## config.mk

```make
export PLATFORM = sky130hd
export DESIGN_NAME = button_conditioner
export DESIGN_NICKNAME = d
export VERILOG_FILES = /design/src/rtl/btn_pkg.sv /design/src/rtl/btn_channel.sv /design/src/rtl/button_conditioner.sv
export SDC_FILE = /design/constraint.sdc
export NUM_CORES = 1
export LEC_CHECK = 0
export ABC_AREA = 1
export CAP_MARGIN = 20
export CORE_ASPECT_RATIO = 2
export CORE_MARGIN = 5
export CORE_UTILIZATION = 50
export DETAILED_ROUTE_END_ITERATION = 7
export GPL_TIMING_DRIVEN = 0
export PLACE_DENSITY = 0.84
export SLEW_MARGIN = 20
export SYNTH_ARGS = -nofsm -noshare
export SYNTH_HDL_FRONTEND = slang
export SYNTH_SLANG_ARGS = --single-unit
```

## constraint.sdc

```tcl
create_clock -name Clk -period 2.1 [get_ports Clk]
set_clock_uncertainty 0.1 [all_clocks]
set_input_delay 0.315 -clock Clk [delete_from_list [all_inputs] [get_ports Clk]]
set_output_delay 0.315 -clock Clk [all_outputs]
set_load 0.01 [all_outputs]
```

## src/rtl/btn_pkg.sv

```systemverilog
// Shared types and helpers for the push-button conditioner.
// Holds the per-channel FSM state encoding and the internal counter width.
package btn_pkg;

  typedef enum logic [1:0] {
    IDLE   = 2'd0,
    HELD   = 2'd1,
    REPEAT = 2'd2
  } btn_state_e;

  // One counter width serves both the debounce count and the repeat timer.
  function automatic int cnt_width(input int a, input int b, input int c);
    int m;
    m = a;
    if (b > m) m = b;
    if (c > m) m = c;
    return $clog2(m + 1);
  endfunction

endpackage

```

## src/rtl/btn_channel.sv

```systemverilog
// One button channel: synchroniser, counter debouncer, press/hold/repeat FSM
// and a wrapping press counter.
module btn_channel
  import btn_pkg::*;
#(
  parameter int SYNC_STAGES     = 2,
  parameter int DEBOUNCE_CYCLES = 4,
  parameter int ACTIVE_LOW      = 1,
  parameter int REPEAT_DELAY    = 8,
  parameter int REPEAT_PERIOD   = 3,
  parameter int CNT_W           = 8
) (
  input  logic             clk_i,
  input  logic             rst_i,
  input  logic             btn_raw_i,
  input  logic             repeat_en_i,
  output logic             level_o,
  output logic             press_pulse_o,
  output logic             release_pulse_o,
  output logic [CNT_W-1:0] press_count_o
);

  localparam int TW = cnt_width(DEBOUNCE_CYCLES, REPEAT_DELAY, REPEAT_PERIOD);
  localparam logic RAW_IDLE = (ACTIVE_LOW != 0) ? 1'b1 : 1'b0;
  localparam logic [TW-1:0] DB_LAST = TW'(DEBOUNCE_CYCLES - 1);
  localparam logic [TW-1:0] RD_LAST = TW'(REPEAT_DELAY - 1);
  localparam logic [TW-1:0] RP_LAST = TW'(REPEAT_PERIOD - 1);

  logic [SYNC_STAGES-1:0] sync_q;
  logic                   s_pressed;
  logic                   acc_q, acc_d;
  logic [TW-1:0]          cnt_q, cnt_d;
  logic [TW-1:0]          tmr_q, tmr_d;
  btn_state_e             state_q, state_d;
  logic                   press_q, press_d;
  logic                   release_q, release_d;
  logic [CNT_W-1:0]       count_q, count_d;

  assign s_pressed = sync_q[SYNC_STAGES-1] ^ RAW_IDLE;

  always_comb begin
    acc_d     = acc_q;
    cnt_d     = '0;
    state_d   = state_q;
    tmr_d     = tmr_q;
    press_d   = 1'b0;
    release_d = 1'b0;

    if (s_pressed != acc_q) begin
      if (cnt_q == DB_LAST) acc_d = s_pressed;
      else                  cnt_d = cnt_q + 1'b1;
    end

    // FSM reacts to the accepted state of this same edge so pulses line up with level.
    case (state_q)
      IDLE: begin
        if (acc_d) begin
          state_d = HELD;
          tmr_d   = '0;
          press_d = 1'b1;
        end
      end
      HELD: begin
        if (!acc_d) begin
          state_d   = IDLE;
          tmr_d     = '0;
          release_d = 1'b1;
        end else if (!repeat_en_i) begin
          tmr_d = '0;
        end else if (tmr_q == RD_LAST) begin
          state_d = REPEAT;
          tmr_d   = '0;
          press_d = 1'b1;
        end else begin
          tmr_d = tmr_q + 1'b1;
        end
      end
      REPEAT: begin
        if (!acc_d) begin
          state_d   = IDLE;
          tmr_d     = '0;
          release_d = 1'b1;
        end else if (!repeat_en_i) begin
          state_d = HELD;
          tmr_d   = '0;
        end else if (tmr_q == RP_LAST) begin
          tmr_d   = '0;
          press_d = 1'b1;
        end else begin
          tmr_d = tmr_q + 1'b1;
        end
      end
      default: begin
        state_d = IDLE;
        tmr_d   = '0;
      end
    endcase

    count_d = count_q + CNT_W'(press_d);
  end

  always_ff @(posedge clk_i or posedge rst_i) begin
    if (rst_i) begin
      sync_q    <= {SYNC_STAGES{RAW_IDLE}};
      acc_q     <= 1'b0;
      cnt_q     <= '0;
      tmr_q     <= '0;
      state_q   <= IDLE;
      press_q   <= 1'b0;
      release_q <= 1'b0;
      count_q   <= '0;
    end else begin
      sync_q    <= {sync_q[SYNC_STAGES-2:0], btn_raw_i};
      acc_q     <= acc_d;
      cnt_q     <= cnt_d;
      tmr_q     <= tmr_d;
      state_q   <= state_d;
      press_q   <= press_d;
      release_q <= release_d;
      count_q   <= count_d;
    end
  end

  assign level_o         = acc_q;
  assign press_pulse_o   = press_q;
  assign release_pulse_o = release_q;
  assign press_count_o   = count_q;

endmodule

```

## src/rtl/button_conditioner.sv

```systemverilog
// Multi-channel push-button front end: one independent btn_channel per key,
// with per-channel press counters packed side by side.
module button_conditioner
  import btn_pkg::*;
#(
  parameter int N_BTN           = 2,
  parameter int SYNC_STAGES     = 2,
  parameter int DEBOUNCE_CYCLES = 4,
  parameter int ACTIVE_LOW      = 1,
  parameter int REPEAT_DELAY    = 8,
  parameter int REPEAT_PERIOD   = 3,
  parameter int CNT_W           = 8
) (
  input  logic                   Clk,
  input  logic                   Reset,
  input  logic [N_BTN-1:0]       btn_raw,
  input  logic [N_BTN-1:0]       repeat_en,
  output logic [N_BTN-1:0]       level,
  output logic [N_BTN-1:0]       press_pulse,
  output logic [N_BTN-1:0]       release_pulse,
  output logic [N_BTN*CNT_W-1:0] press_count
);

  for (genvar g = 0; g < N_BTN; g++) begin : g_ch
    btn_channel #(
      .SYNC_STAGES    (SYNC_STAGES),
      .DEBOUNCE_CYCLES(DEBOUNCE_CYCLES),
      .ACTIVE_LOW     (ACTIVE_LOW),
      .REPEAT_DELAY   (REPEAT_DELAY),
      .REPEAT_PERIOD  (REPEAT_PERIOD),
      .CNT_W          (CNT_W)
    ) u_ch (
      .clk_i          (Clk),
      .rst_i          (Reset),
      .btn_raw_i      (btn_raw[g]),
      .repeat_en_i    (repeat_en[g]),
      .level_o        (level[g]),
      .press_pulse_o  (press_pulse[g]),
      .release_pulse_o(release_pulse[g]),
      .press_count_o  (press_count[g*CNT_W +: CNT_W])
    );
  end

endmodule
```

# Word level (Yosys, flattened, before mapping)
# Index checks and enable logic that the tools add are counted.
totals:
  output_inout_bits: 22
  word_cells: 108
  in_bits: 6
  ff_bits: 46
op_classes:
  n_eq_ne: 20
  mux: 58
  reduce_logical: 6
  bitwise_logic: 2
  addsub: 6
op_table:
  columns: ["op", "n"]
  rows:
  - ["2-to-1 mux 4 bit", 18]
  - ["2-to-1 mux 2 bit", 12]
  - ["case mux 4 bit (3 select lines)", 2]
  - ["2-to-1 mux 1 bit", 22]
  - ["!= test 3 bit, second input constant", 6]
  - ["adder 4 x 1 -> 4 bit, second input constant", 4]
  - ["adder 8 x 1 -> 8 bit", 2]
  - ["== test 4 x 2 -> 1 bit, second input constant", 4]
  - ["case mux 2 bit (3 select lines)", 2]
  - ["== test 4 x 3 -> 1 bit, second input constant", 2]
  - ["AND reduction 4 bit", 2]
  - ["case mux 1 bit (3 select lines)", 2]
  - ["== test 2 x 1 -> 1 bit, second input constant", 2]
  - ["== test 2 bit, second input constant", 2]
  - ["zero test 2 bit", 2]
  - ["!= test 2 x 1 -> 1 bit, second input constant", 2]
  - ["OR reduction 2 bit", 2]
  - ["!= test 1 bit", 2]
  - ["NOT 1 bit", 2]

# Logic depth before layout (Yosys ltp)
# Gate-level depths: netlist (run 1).
depth:
  word_depth: 6
  mapped_depth: 12
  depth_no_buf: 12

# Hierarchy
# A second synthesis (run 1) with hierarchy kept.
unflattened:
  cells_unflattened: 253
  area_unflattened_um2: 2343.5
modules_own_cells:
  columns: ["module", "cells_each", "n_inst", "seq_area_each_um2", "area_per_inst_um2"]
  rows:
  - ["btn_channel at g_ch[1].u_ch", 127, 1, 578.1, 1174.9]
  - ["btn_channel at g_ch[0].u_ch", 126, 1, 578.1, 1168.6]

# Least setup slack after synthesis (run 1)
# OpenSTA, ideal clock, no wires.
synth_timing:
  kind: "reg2reg"
  from: "register g_ch[1].u_ch.state_q[0]"
  to: "register g_ch[1].u_ch.count_q[7]"
  period_less_slack_ns: 2.113
  arrival_ns: 1.889
  stages_incl_launch_ff: 10
  setup_slack_ns: -0.013
  required_time_ns: 1.876
  n_path_buf: 0
  setup_time_ns: 0.124
  path_cell_list: "dfrtp_1 inv_1 ha_1 nand4_1 a211oi_1 ha_1 nand3_1 nor3_1 nand3_1 xnor2_1"
synth_via:
  elab_chain_cells: 3
  word_cells_on_any_way: 5
  classes_between: "1 x add/sub; 2 x eq/ne; 1 x mux; 1 x reduce/logical"
synth_rtl:
  columns: ["element", "line", "rtl"]
  rows:
  - ["from (decl)", "btn_channel.sv:34", "btn_state_e state_q, state_d;"]
  - ["from (signal assigned)", "btn_channel.sv:117", "state_q <= state_d;"]
  - ["== test 2 bit (tied with other cells)", "btn_channel.sv:55", "case (state_q)"]
  - ["case mux 1 bit (3 select lines) (*)", "btn_channel.sv:55", null]
  - ["named net g_ch[1].u_ch.press_d", "btn_channel.sv:35", "logic press_q, press_d;"]
  - ["adder 8 x 1 -> 8 bit (*)", "btn_channel.sv:99", "count_d = count_q + CNT_W'(press_d);"]
  - ["named net g_ch[1].u_ch.count_d[7]", "btn_channel.sv:37", "logic [CNT_W-1:0] count_q, count_d;"]
  - ["to (signal assigned)", "btn_channel.sv:120", "count_q <= count_d;"]
  - ["to (decl)", "btn_channel.sv:37", null]
# The timed path passes the listed nets; every way through them passes the cells marked *.
# A chain may end at the register's enable or synchronous reset.

# Worst setup path after layout (run 1)
layout_timing:
  from: "register g_ch[0].u_ch.state_q[1]"
  to: "register g_ch[0].u_ch.count_q[6]"
layout_via:
  elab_chain_cells: 3
  word_cells_on_any_way: 5
  classes_between: "1 x add/sub; 2 x eq/ne; 1 x mux; 1 x reduce/logical"
layout_rtl:
  columns: ["element", "line"]
  rows:
  - ["from (decl)", "btn_channel.sv:34"]
  - ["from (signal assigned)", "btn_channel.sv:117"]
  - ["== test 2 bit (tied with other cells)", "btn_channel.sv:55"]
  - ["case mux 1 bit (3 select lines) (*)", "btn_channel.sv:55"]
  - ["named net g_ch[0].u_ch.press_d", "btn_channel.sv:35"]
  - ["adder 8 x 1 -> 8 bit (*)", "btn_channel.sv:99"]
  - ["named net g_ch[0].u_ch.count_d[6]", "btn_channel.sv:37"]
  - ["to (signal assigned)", "btn_channel.sv:120"]
  - ["to (decl)", "btn_channel.sv:37"]
# Marks and branches as above.

==> results by group, run 1 <==
Clock network
  – Cts bufs inserted: 5
  – H-tree levels: 2
  – Clk sinks: 46
  – Worst-Skew Late Latency: 0.30 ns
  – Clk root buf: clkbuf_8
  – CTS tree: built
  – Hold_buf cts: 0
  – Clk pin slew, worst setup/hold paths: 0.09 ns
  – Clk buf depth: 2

Final layout
  – Area Growth Syn to Fin: 40.3%
  – Inserted Diodes: 0
  – Fin nets: 358
  – Filler cell count: 332
  – Fraction of layout cells with a size suffix above 1: 31.9%
  – Register area: 1160 µm²
  – Cell area after layout: 3420 µm²
  – Area occupied by multi-input gates: 1330 µm²
  – Final Non-Filler Cells: 392

GRT
  – GRT Overall Usage: 17.8%
  – First-pass GRT wire length: 8.74 mm
  – Global-route met3 utilization: 3.08%
  – Grt met2 use: 33.2%
  – Antenna violations before repair: 0
  – GR peak layer: met2
  – Met1 Use GR: 17.4%
  – Vias in the first global route: 2041
  – Total gr overflow: 0
  – Pin count of the biggest net entering global routing: 25

Setup path
  – CP Class: reg2reg
  – Crit-path cells: inv_2, ha_4, nand4_1, a211oi_2, ha_2, ha_4, nand3_4, nor2_2, nand2_1, xnor2_1
  – Worst-path fanout max: 4
  – CP Launch Type: flop
  – Slowest stage cell, crit path: dfrtp_2
  – CP max stage delay: 0.42 ns
  – Setup crit end kind: flop
  – Cells on worst reg2reg path: 10
  – Most frequent CP cell: ha_4
  – Required time worst endpoint: 2.22 ns
  – Arr. time, crit path: 2.36 ns

Timing
  – Fin. max-slew vios: 0
  – Tmin final: 2.24 ns
  – Setup ws final: -0.140 ns
  – RSZ-0062 raised after global routing: yes
  – Worst Max-Slew Pin Slew: 0.498 ns
  – Tcrit/Tclk final: 107%
  – Final-report hold violation count: 0
  – Setup violators final: 9
  – Maximum clock frequency: 446 MHz
  – Rel. slew slack: 66.8%

Logic synthesis
  – YS warnings: 0
  – Count leader, synth: nand2_1
  – Syn_nets: 293
  – Synth Register Bits: 46
  – Synth Area per Inst: 9.07 µm²
  – Synth top area cells: dfrtp_1 43%, ha_1 9.2%, nand2_1 9.2%, inv_1 6.2%, nand3_1 5.1%
  – Post-synth top area share: 43.1%
  – Synth cell types: 24
  – Sequential fraction of the synthesis area: 47.4%
  – Post-synth top cells: 60 x nand2_1, 42 x dfrtp_1, 40 x inv_1
  – Ys async rst share: 100%
  – Yosys top cell by area: dfrtp_1
  – Post-synth EDFFs: 0
  – Synthesized area: 2440 µm²
  – Main flop type after synthesis: dfrtp_1
  – Mapped Cells: 269

Placement
  – Dpl hpwl: 3.26 mm
  – Port Buffer Count: 27
  – Placed cells: 354
  – Worst slack, placed: -0.429 ns
  – GPL Wtd Cong: 0.846
  – DP Area: 2810 µm²

Die
  – Initial Utilization: 50.6%
  – CORE AREA: 4820 µm²
  – Die area: 6460 µm²
  – FP Rows: 36
  – I/O pins: 28
  – Die Span Y: 109 µm
  – Horiz. Die Dim: 59.4 µm

Power and ir drop
  – Maximum vdd drop: 0.000765 V
  – Switching power: 0.00173 W
  – Net Sw Frac: 39.4%
  – Pwr Density: 1280 nW/µm²
  – Share of power burned in combinational logic: 51.5%
  – Leakage: 1.66 nW
  – Pint: 0.00266 W
  – Clock Power Share: 14.9%
  – Flop pwr share: 33.6%

Route
  – Avg Vias per Cell: 5.07
  – Initial DRC Count: 53
  – Vias: 1988
  – DR WL/cell: 13.8 µm
  – Antenna Violating Nets Remaining: 0
  – # DRC: 0
  – Final WL: 5.41 mm
  – First-pass DRT Iterations: 4

Min path
  – Hold Path Class: in2async

Job
  – Maximum Capacitance Violations: 0

Run status
  – Status: finished, violations left
  – Failing checks: setup timing
sequential cells by signal (all words and copies together) (netlist names):
name / flops
g_ch.u_ch.state_q: 4
g_ch.u_ch.press_count_o: 16
g_ch.u_ch.tmr_q: 8
g_ch.u_ch.release_pulse_o: 2
g_ch.u_ch.level_o: 2
g_ch.u_ch.press_pulse_o: 2
g_ch.u_ch.cnt_q: 8
g_ch.u_ch.sync_q: 4
area by class of cell:
type                       instances  area share [%]
clock inverter                     2            1.10
buffer                             6            1.32
clock buffer                       6            2.12
multi-input combinational        176            38.9
tap                               57            2.08
inverter                          41            4.49
sequential                        46            33.9
timing repair buffer              58            16.1
through the flow:
step	hold WS (ns)	TNS (ns)	power (W)	utilization [%]
2_1_floorplan	0.219	0	0.00251	-
3_3_place_gp	0.246	-14.92	0.00309	57.8
3_5_place_dp	0.247	-2.05	0.00316	58.3
4_1_cts	0.259	-0.723	0.00423	68.3
5_1_grt	0.262	-1.84	0.00471	71.1
6_report	0.250	-0.610	0.00439	71.1
critical path, delay by kind of cell (launching register included):
kind                       cells  cell delay [ns]
and+or+nand+nor                4             0.39
adders and majority gates      3             0.71
AOI/OAI and AO/OA              1             0.29
xor gates and xnor gates       1             0.18
DFF                            1             0.42
buffers and inverters          1             0.07
timing repair:
item	CTS	global route
setup buffers	26	5
pin swaps	17	15
gates resized for setup	36	22
setup endpoints to repair	9	11
cell families after synthesis:
kind of cell             share of synthesized area, %
flip-flops                                       47.4
XOR/XNOR                                         6.82
AND/OR/NAND/NOR                                  25.2
adder cells (fa/ha/maj)                          9.23
buffers and inverters                            8.15
AO/OA/AOI/OAI                                    3.23
worst paths after layout:
check / start / end / slack, ns
hold reg to reg: g_ch[1].u_ch.sync_q[0]$_DFF_PP1_ / g_ch[1].u_ch.sync_q[1]$_DFF_PP1_ / 0.26
max in group asynchronous: Reset / g_ch[1].u_ch.sync_q[1]$_DFF_PP1_ / 1.06
setup reg to reg: g_ch[0].u_ch.state_q[1]$_DFFE_PP0P_ / g_ch[0].u_ch.press_count_o[6]$_DFF_PP0_ / -0.14
setup / recovery: g_ch[0].u_ch.state_q[1]$_DFFE_PP0P_ / g_ch[0].u_ch.press_count_o[6]$_DFF_PP0_ / -0.14
min in group Clk: g_ch[1].u_ch.sync_q[0]$_DFF_PP1_ / g_ch[1].u_ch.sync_q[1]$_DFF_PP1_ / 0.26
hold / removal: Reset / g_ch[1].u_ch.press_count_o[2]$_DFF_PP0_ / 0.25
power by group through the flow:
stage | clock network, W | logic, W | registers (W)
floorplan | 0 | 0.00106 | 0.00145
global placement | 0 | 0.00167 | 0.00142
detailed placement | 0 | 0.00172 | 0.00144
CTS | 0.000669 | 0.00212 | 0.00144
global route | 0.000702 | 0.00250 | 0.00151
finish | 0.000653 | 0.00226 | 0.00148
per-layer routing:
metal  vias up  share of wire (%)
li1        973                  -
met5         -                  0
met3        14                3.0
met4         0                2.9
met2        47                 58
met1       954                 36
layout by cell type, fill, tap and decap left out, drive strengths merged:
cell | Yosys | layout
nor2 | 20 | 20
nor3 | 2 | 2
nand4 | 6 | 6
xor2 | 12 | 12
bufinv | 0 | 1
dfstp | 4 | 4
clkbuf | 0 | 6
xnor2 | 7 | 7
o21ai | 8 | 8
ha | 18 | 18
a211oi | 2 | 2
inv | 41 | 41
buf | 6 | 37
dfrtp | 42 | 42
nand3 | 32 | 32
and2 | 1 | 1
clkdlybuf4s50 | 0 | 27
nand2 | 66 | 66
clkinvlp | 0 | 1
a21oi | 1 | 1
o211ai | 1 | 1
Power figures use the tool's default switching activity.
==> run 2: changes to the inputs <==
--- a/config.mk
+++ b/config.mk
@@ -11,7 +11,6 @@
 export CORE_MARGIN = 5
 export CORE_UTILIZATION = 50
 export DETAILED_ROUTE_END_ITERATION = 7
-export GPL_TIMING_DRIVEN = 0
 export PLACE_DENSITY = 0.84
 export SLEW_MARGIN = 20
 export SYNTH_ARGS = -nofsm -noshare
==> results by group, run 2 (synthesis results as in run 1) <==
Route
  – DRT met1 WL: 1.98 mm (+2.3%)
  – Final WL: 5.28 mm (-2.4%)
  – Vias: 1995 (+0.35%)
  – WL met2: 2.97 mm (-5.8%)
  – Met3 routed WL: 164 µm (unchanged)
  – # DRC: 0 (unchanged)
  – Avg Vias per Cell: 4.98 (-1.9%)
  – Top layer in use: met4
  – Antenna Violating Nets Remaining: 0 (unchanged)
  – DR WL/cell: 13.2 µm (-4.6%)
  – Initial DRC Count: 35 (-34%)
  – First-pass DRT Iterations: 4 (unchanged)

Final layout
  – Most common cell after layout, fill and taps aside: nand2_1
  – Max reg flops: 16 (unchanged)
  – Fin nets: 367 (+2.5%)
  – Inserted Diodes: 0 (unchanged)
  – Commonest non-fill, non-tap cells in the layout: 58 x nand2_1, 41 x dfrtp_1, 40 x buf_4
  – Fraction of layout cells with a size suffix above 1: 31.1% (-0.84 points)
  – Layout Utilization: 70.9% (-0.13 points)
  – Area Growth Syn to Fin: 40.0%

Clock network
  – Clk sinks: 46 (unchanged)
  – Cts bufs inserted: 5 (unchanged)
  – Clk pin slew, worst setup/hold paths: 0.09 ns (about the same)
  – Clk buf depth: 2 (unchanged)
  – Worst-Skew Late Latency: 0.30 ns (about the same)
  – H-tree levels: 2 (unchanged)
  – CTS tree: built
  – Clk root buf: clkbuf_8
  – Hold_buf cts: 0 (unchanged)

Setup path
  – CP Class: reg2reg
  – Crit-path cells: nor2_1, nand2_2, nand2_1, nand4_1, a211oi_2, ha_2, ha_4, nand3_4, nor2_2, nand2_1, xnor2_1
  – Most frequent CP cell: nand2_1
  – CP max stage delay: 0.45 ns (+0.03 ns)
  – Kind of cell adding the most delay to the critical path: simple AND/OR/NAND/NOR gates
  – CP Launch Type: flop
  – Worst-path fanout max: 6 (+2)
  – Worst r2r src: g_ch[1].u_ch.tmr_q[2]$_DFFE_PP0P_
  – Arr. time, crit path: 2.33 ns (-0.03 ns)
  – CP bufs+invs: 0 (-1)
  – Required time worst endpoint: 2.18 ns (-0.04 ns)
  – Slowest stage cell, crit path: dfrtp_1
  – Setup crit end kind: flop
  – Critical path startpoint: g_ch[1].u_ch.tmr_q[2]$_DFFE_PP0P_

Timing
  – RSZ-0062 raised after global routing: yes
  – Tmin final: 2.25 ns (+0.0137 ns)
  – Tcrit/Tclk final: 107% (+0.65 points)
  – Maximum clock frequency: 444 MHz (-0.61%)
  – Rel. slew slack: 81.9% (+15 points)
  – Final TNS setup: -0.594 ns (+0.0168 ns)
  – Setup ws final: -0.154 ns (-0.0137 ns)
  – Worst Max-Slew Pin Slew: 0.271 ns (-0.227 ns)
  – Setup violators final: 8 (-1)
  – Fin. max-slew vios: 0 (unchanged)
  – Final-report hold violation count: 0 (unchanged)

Die
  – CORE AREA: 4820 µm² (unchanged)
  – Die Span Y: 109 µm (unchanged)
  – FP Rows: 36 (unchanged)
  – I/O pins: 28 (unchanged)
  – Die area: 6460 µm² (unchanged)
  – Initial Utilization: 50.6% (unchanged)
  – Horiz. Die Dim: 59.4 µm (unchanged)

Run status
  – Failing checks: setup timing
  – Status: finished, violations left

Power and ir drop
  – Total power: 0.00430 W (-1.9%)
  – Pwr Density: 1260 nW/µm² (-1.7%)
  – Maximum vdd drop: 0.000966 V (+26%)
  – Leakage: 1.70 nW (+2.5%)

GRT
  – Vias in the first global route: 2228 (+9.2%)
  – Antenna violations before repair: 0 (unchanged)
  – First-pass GRT wire length: 9.12 mm (+4.3%)
  – Pin count of the biggest net entering global routing: 47 (+88%)
  – GRT Overall Usage: 18.0% (+0.26 points)
  – Total gr overflow: 0 (unchanged)

Placement
  – GPL Wtd Cong: 0.845 (-0.13%)
  – Port Buffer Count: 27 (unchanged)
  – Dpl hpwl: 3.67 mm (+12%)

Job
  – Maximum Capacitance Violations: 0 (unchanged)

Min path
  – Hold Path Class: in2async
## run 2: final cells by class
type / instances / area [µm²]
clock buffers: 8 / 110
fillers: 328 / 1400
inverters: 41 / 154
multi-input cells: 176 / 1280
flip-flops and latches: 46 / 1160
well taps: 57 / 71.3
repair buffers: 73 / 647
## run 2: tightest hold or removal path: cells and delay by family
| kind | cells | cell delay, ns |
|---|---|---|
| buffers and inverters | 3 | 0.71 |
## run 2: per-stage QoR
step           setup WS, ns  instance area, µm²  hold slack (ns)  instances
2_1_floorplan       0.00689                2450            0.219        269
3_3_place_gp         -0.162                3010            0.247        381
3_5_place_dp         -0.168                3010            0.247        381
4_1_cts             -0.0942                3270            0.259        397
5_1_grt              -0.223                3420            0.267        401
6_report             -0.154                3420            0.251        401
## run 2: timing repair
item / CTS / global route
endpoints found under the hold margin: 0 / 0
gates resized for setup: 19 / 25
setup buffers: 8 / 6
setup endpoints to repair: 8 / 12
pin swaps: 13 / 16
## run 2: path summary, 6_finish.rpt
kind / end / slack, ns / cells past startpoint
setup / recovery: g_ch[1].u_ch.press_count_o[6]$_DFF_PP0_ / -0.15 / 11
min in group Clk: g_ch[0].u_ch.sync_q[1]$_DFF_PP1_ / 0.26 / 0
hold / removal: g_ch[1].u_ch.release_pulse_o$_DFF_PP0_ / 0.25 / 3
setup reg to reg: g_ch[1].u_ch.press_count_o[6]$_DFF_PP0_ / -0.15 / 11
max in group asynchronous: g_ch[0].u_ch.sync_q[1]$_DFF_PP1_ / 1.36 / 3
hold reg to reg: g_ch[0].u_ch.sync_q[1]$_DFF_PP1_ / 0.26 / 0
## run 2: routing by layer
layer  vias to the layer above  global-route usage (%)
li1                        992                       -
met1                       940                    18.8
met2                        46                    32.6
met3                        17                    3.91
met4                         0                    8.91
met5                         -                       0
## run 2: report_power, final
part / switching (W) / internal (W) / total, W
registers: 0.000275 / 0.00118 / 0.00145
logic: 0.00113 / 0.00110 / 0.00223
clock network: 0.000290 / 0.000332 / 0.000622
==> run 3: changes to the inputs <==
==> constraint.sdc (replaced) <==
create_clock -name Clk -period 2 [get_ports Clk]
set_clock_uncertainty 0.1 [all_clocks]
set_input_delay 0.3 -clock Clk [delete_from_list [all_inputs] [get_ports Clk]]
set_output_delay 0.3 -clock Clk [all_outputs]
set_load 0.01 [all_outputs]
==> results by group, run 3 (synthesis results as in run 1) <==
Setup path
  – Flop2flop setup slack: -0.17 ns (-0.02 ns)
  – CP Class: reg2reg
  – Worst-path fanout max: 3 (-3)
  – CP Launch Type: flop
  – Worst r2r src: g_ch[1].u_ch.state_q[1]$_DFFE_PP0P_
  – Setup crit end kind: flop
  – Arr. time, crit path: 2.26 ns (-0.07 ns)
  – Required time worst endpoint: 2.09 ns (-0.09 ns)
  – Cells on worst reg2reg path: 10 (-1)
  – Reg2reg end: g_ch[1].u_ch.press_count_o[6]$_DFF_PP0_

Timing
  – Hold Worst Slack: 0.252 ns (+0.00151 ns)
  – Fin. max-slew vios: 0 (unchanged)
  – RSZ-0062 raised after global routing: yes
  – Worst Max-Slew Pin Slew: 0.293 ns (+0.0226 ns)
  – Rel. slew slack: 80.4% (-1.5 points)
  – Setup violators final: 9 (+1)
  – Tcrit/Tclk final: 108% (+1.2 points)
  – Maximum clock frequency: 461 MHz (+3.9%)
  – Tmin final: 2.17 ns (-0.0839 ns)
  – Final-report hold violation count: 0 (unchanged)
  – Setup ws final: -0.170 ns (-0.0161 ns)

Clock network
  – Clk root buf: clkbuf_8
  – Hold_buf cts: 0 (unchanged)
  – Worst-Skew Late Latency: 0.30 ns (about the same)
  – CTS tree: built
  – Clk buf depth: 2 (unchanged)
  – Clk pin slew, worst setup/hold paths: 0.09 ns (about the same)
  – Cts bufs inserted: 5 (unchanged)
  – H-tree levels: 2 (unchanged)
  – Clk sinks: 46 (unchanged)

Final layout
  – Fraction of layout cells with a size suffix above 1: 30.7% (-0.45 points)
  – Final Non-Filler Cells: 406 (+1.2%)
  – Max reg flops: 16 (unchanged)
  – Filler cell count: 357 (+8.8%)
  – Most common cell after layout, fill and taps aside: nand2_1
  – Area Growth Syn to Fin: 39.5%
  – Commonest non-fill, non-tap cells in the layout: 59 x nand2_1, 47 x buf_4, 42 x dfrtp_1
  – Layout Utilization: 70.7% (-0.26 points)
  – Fin nets: 372 (+1.4%)
  – Inserted Diodes: 0 (unchanged)

Placement
  – Port Buffer Count: 27 (unchanged)
  – Placed cells: 386 (+1.3%)
  – GPL Wtd Cong: 0.879 (+4.1%)
  – Dpl hpwl: 3.87 mm (+5.4%)

Die
  – Horiz. Die Dim: 59.4 µm (unchanged)
  – Initial Utilization: 50.6% (unchanged)
  – Die area: 6460 µm² (unchanged)
  – Die Span Y: 109 µm (unchanged)
  – FP Rows: 36 (unchanged)
  – I/O pins: 28 (unchanged)
  – CORE AREA: 4820 µm² (unchanged)

GRT
  – Total gr overflow: 0 (unchanged)
  – Pin count of the biggest net entering global routing: 47 (unchanged)
  – First-pass GRT wire length: 9.45 mm (+3.6%)
  – Antenna violations before repair: 0 (unchanged)
  – GRT Overall Usage: 18.8% (+0.75 points)
  – Vias in the first global route: 2220 (-0.36%)

Power and ir drop
  – Total power: 0.00444 W (+3.2%)
  – Switching power: 0.00178 W (+4.8%)
  – Flop pwr share: 33.8% (about the same)
  – Leakage: 1.71 nW (+0.48%)
  – Share of power burned in combinational logic: 52.7% (+0.8 points)
  – Pint: 0.00267 W (+2.2%)
  – Clock Power Share: 13.5% (-1.0 points)
  – Maximum vdd drop: 0.00110 V (+14%)
  – Net Sw Frac: 40.0% (+0.59 points)
  – Pwr Density: 1300 nW/µm² (+3.6%)

Route
  – First-pass DRT Iterations: 4 (unchanged)
  – Initial DRC Count: 42 (+20%)
  – DR WL/cell: 13.0 µm (-1.4%)
  – Avg Vias per Cell: 4.91 (-1.3%)
  – Antenna Violating Nets Remaining: 0 (unchanged)
  – Vias: 1994 (-0.050%)
  – Final WL: 5.27 mm (-0.17%)
  – # DRC: 0 (unchanged)

Min path
  – Hold Path Class: in2async

Job
  – Maximum Capacitance Violations: 0 (unchanged)

Run status
  – Failing checks: setup timing
  – Status: finished, violations left
run 3: cell count changes in the layout (fill, tap and decap cells not counted), sizes merged:
cell / previous run / this run
buf: 46 / 51
clkbuf: 8 / 6
clkinv: 0 / 1
clkinvlp: 0 / 1
run 3: per-layer routing:
metal  wire [µm]  share of wire [%]  global-route usage (%)  up-vias
met2        3150                 60                    35.8       40
met5           0                  0                       0        -
met1        1840                 35                    18.4      944
li1            -                  -                       -      998
met3         153                2.9                    3.44       12
met4         134                2.5                    8.91        0
run 3: how the worst max path moves through the flow:
| stage | from | endpoint | depth (start not counted) |
|---|---|---|---|
| 3_3_place_gp | repeat_en[0] | g_ch[0].u_ch.press_count_o[6]$_DFF_PP0_ | 9 |
| 5_1_grt | g_ch[1].u_ch.tmr_q[0]$_DFFE_PP0P_ | g_ch[1].u_ch.press_count_o[7]$_DFF_PP0_ | 11 |
| 4_1_cts | g_ch[1].u_ch.state_q[1]$_DFFE_PP0P_ | g_ch[1].u_ch.press_count_o[6]$_DFF_PP0_ | 10 |
| 6_report | g_ch[1].u_ch.state_q[1]$_DFFE_PP0P_ | g_ch[1].u_ch.press_count_o[6]$_DFF_PP0_ | 10 |
| 3_5_place_dp | repeat_en[0] | g_ch[0].u_ch.press_count_o[6]$_DFF_PP0_ | 9 |
| 2_1_floorplan | g_ch[1].u_ch.state_q[1]$_DFFE_PP0P_ | g_ch[1].u_ch.press_count_o[6]$_DFF_PP0_ | 10 |
run 3: power by group through the flow:
stage | Combinational [W] | Clock [W] | Sequential (W)
after global routing | 0.00260 | 0.000660 | 0.00155
after global placement | 0.00208 | 0 | 0.00147
after floorplan | 0.00118 | 0 | 0.00153
after CTS | 0.00227 | 0.000622 | 0.00148
final | 0.00234 | 0.000602 | 0.00150
after detailed placement | 0.00215 | 0 | 0.00148
run 3: worst max-delay path: stages, from the launching register on:
cell      delay, ns
dfrtp_1        0.43
inv_2          0.08
ha_4           0.27
nand4_1        0.11
a211oi_2       0.28
ha_2           0.26
ha_4           0.15
nand3_4        0.07
nor2_1         0.12
nand2_1        0.07
xnor2_1        0.12
run 3: cell type report:
class	count	area [µm²]	share of cell area, %
clock buffers	6	82.6	2.42
repair buffers	78	677	19.9
flip-flops and latches	46	1160	33.9
clock inverters	2	12.5	0.367
well taps	57	71.3	2.09
inverters	41	154	4.52
multi-input cells	176	1250	36.8
run 3: repair_timing:
item                                    CTS  global route
pin swaps                                 0            10
setup buffers                             5             8
endpoints found under the setup margin    8            12
gates resized for setup                  10            13
run 3: metrics by stage:
stage,area [µm²],setup TNS [ns],worst slack [ns]
final,3410,-0.992,-0.170
after global routing,3410,-2.43,-0.329
after CTS,3290,-0.761,-0.130
after detailed placement,3100,-1.10,-0.195
after global placement,3100,-0.910,-0.178
after floorplan,2500,-0.0419,-0.0243
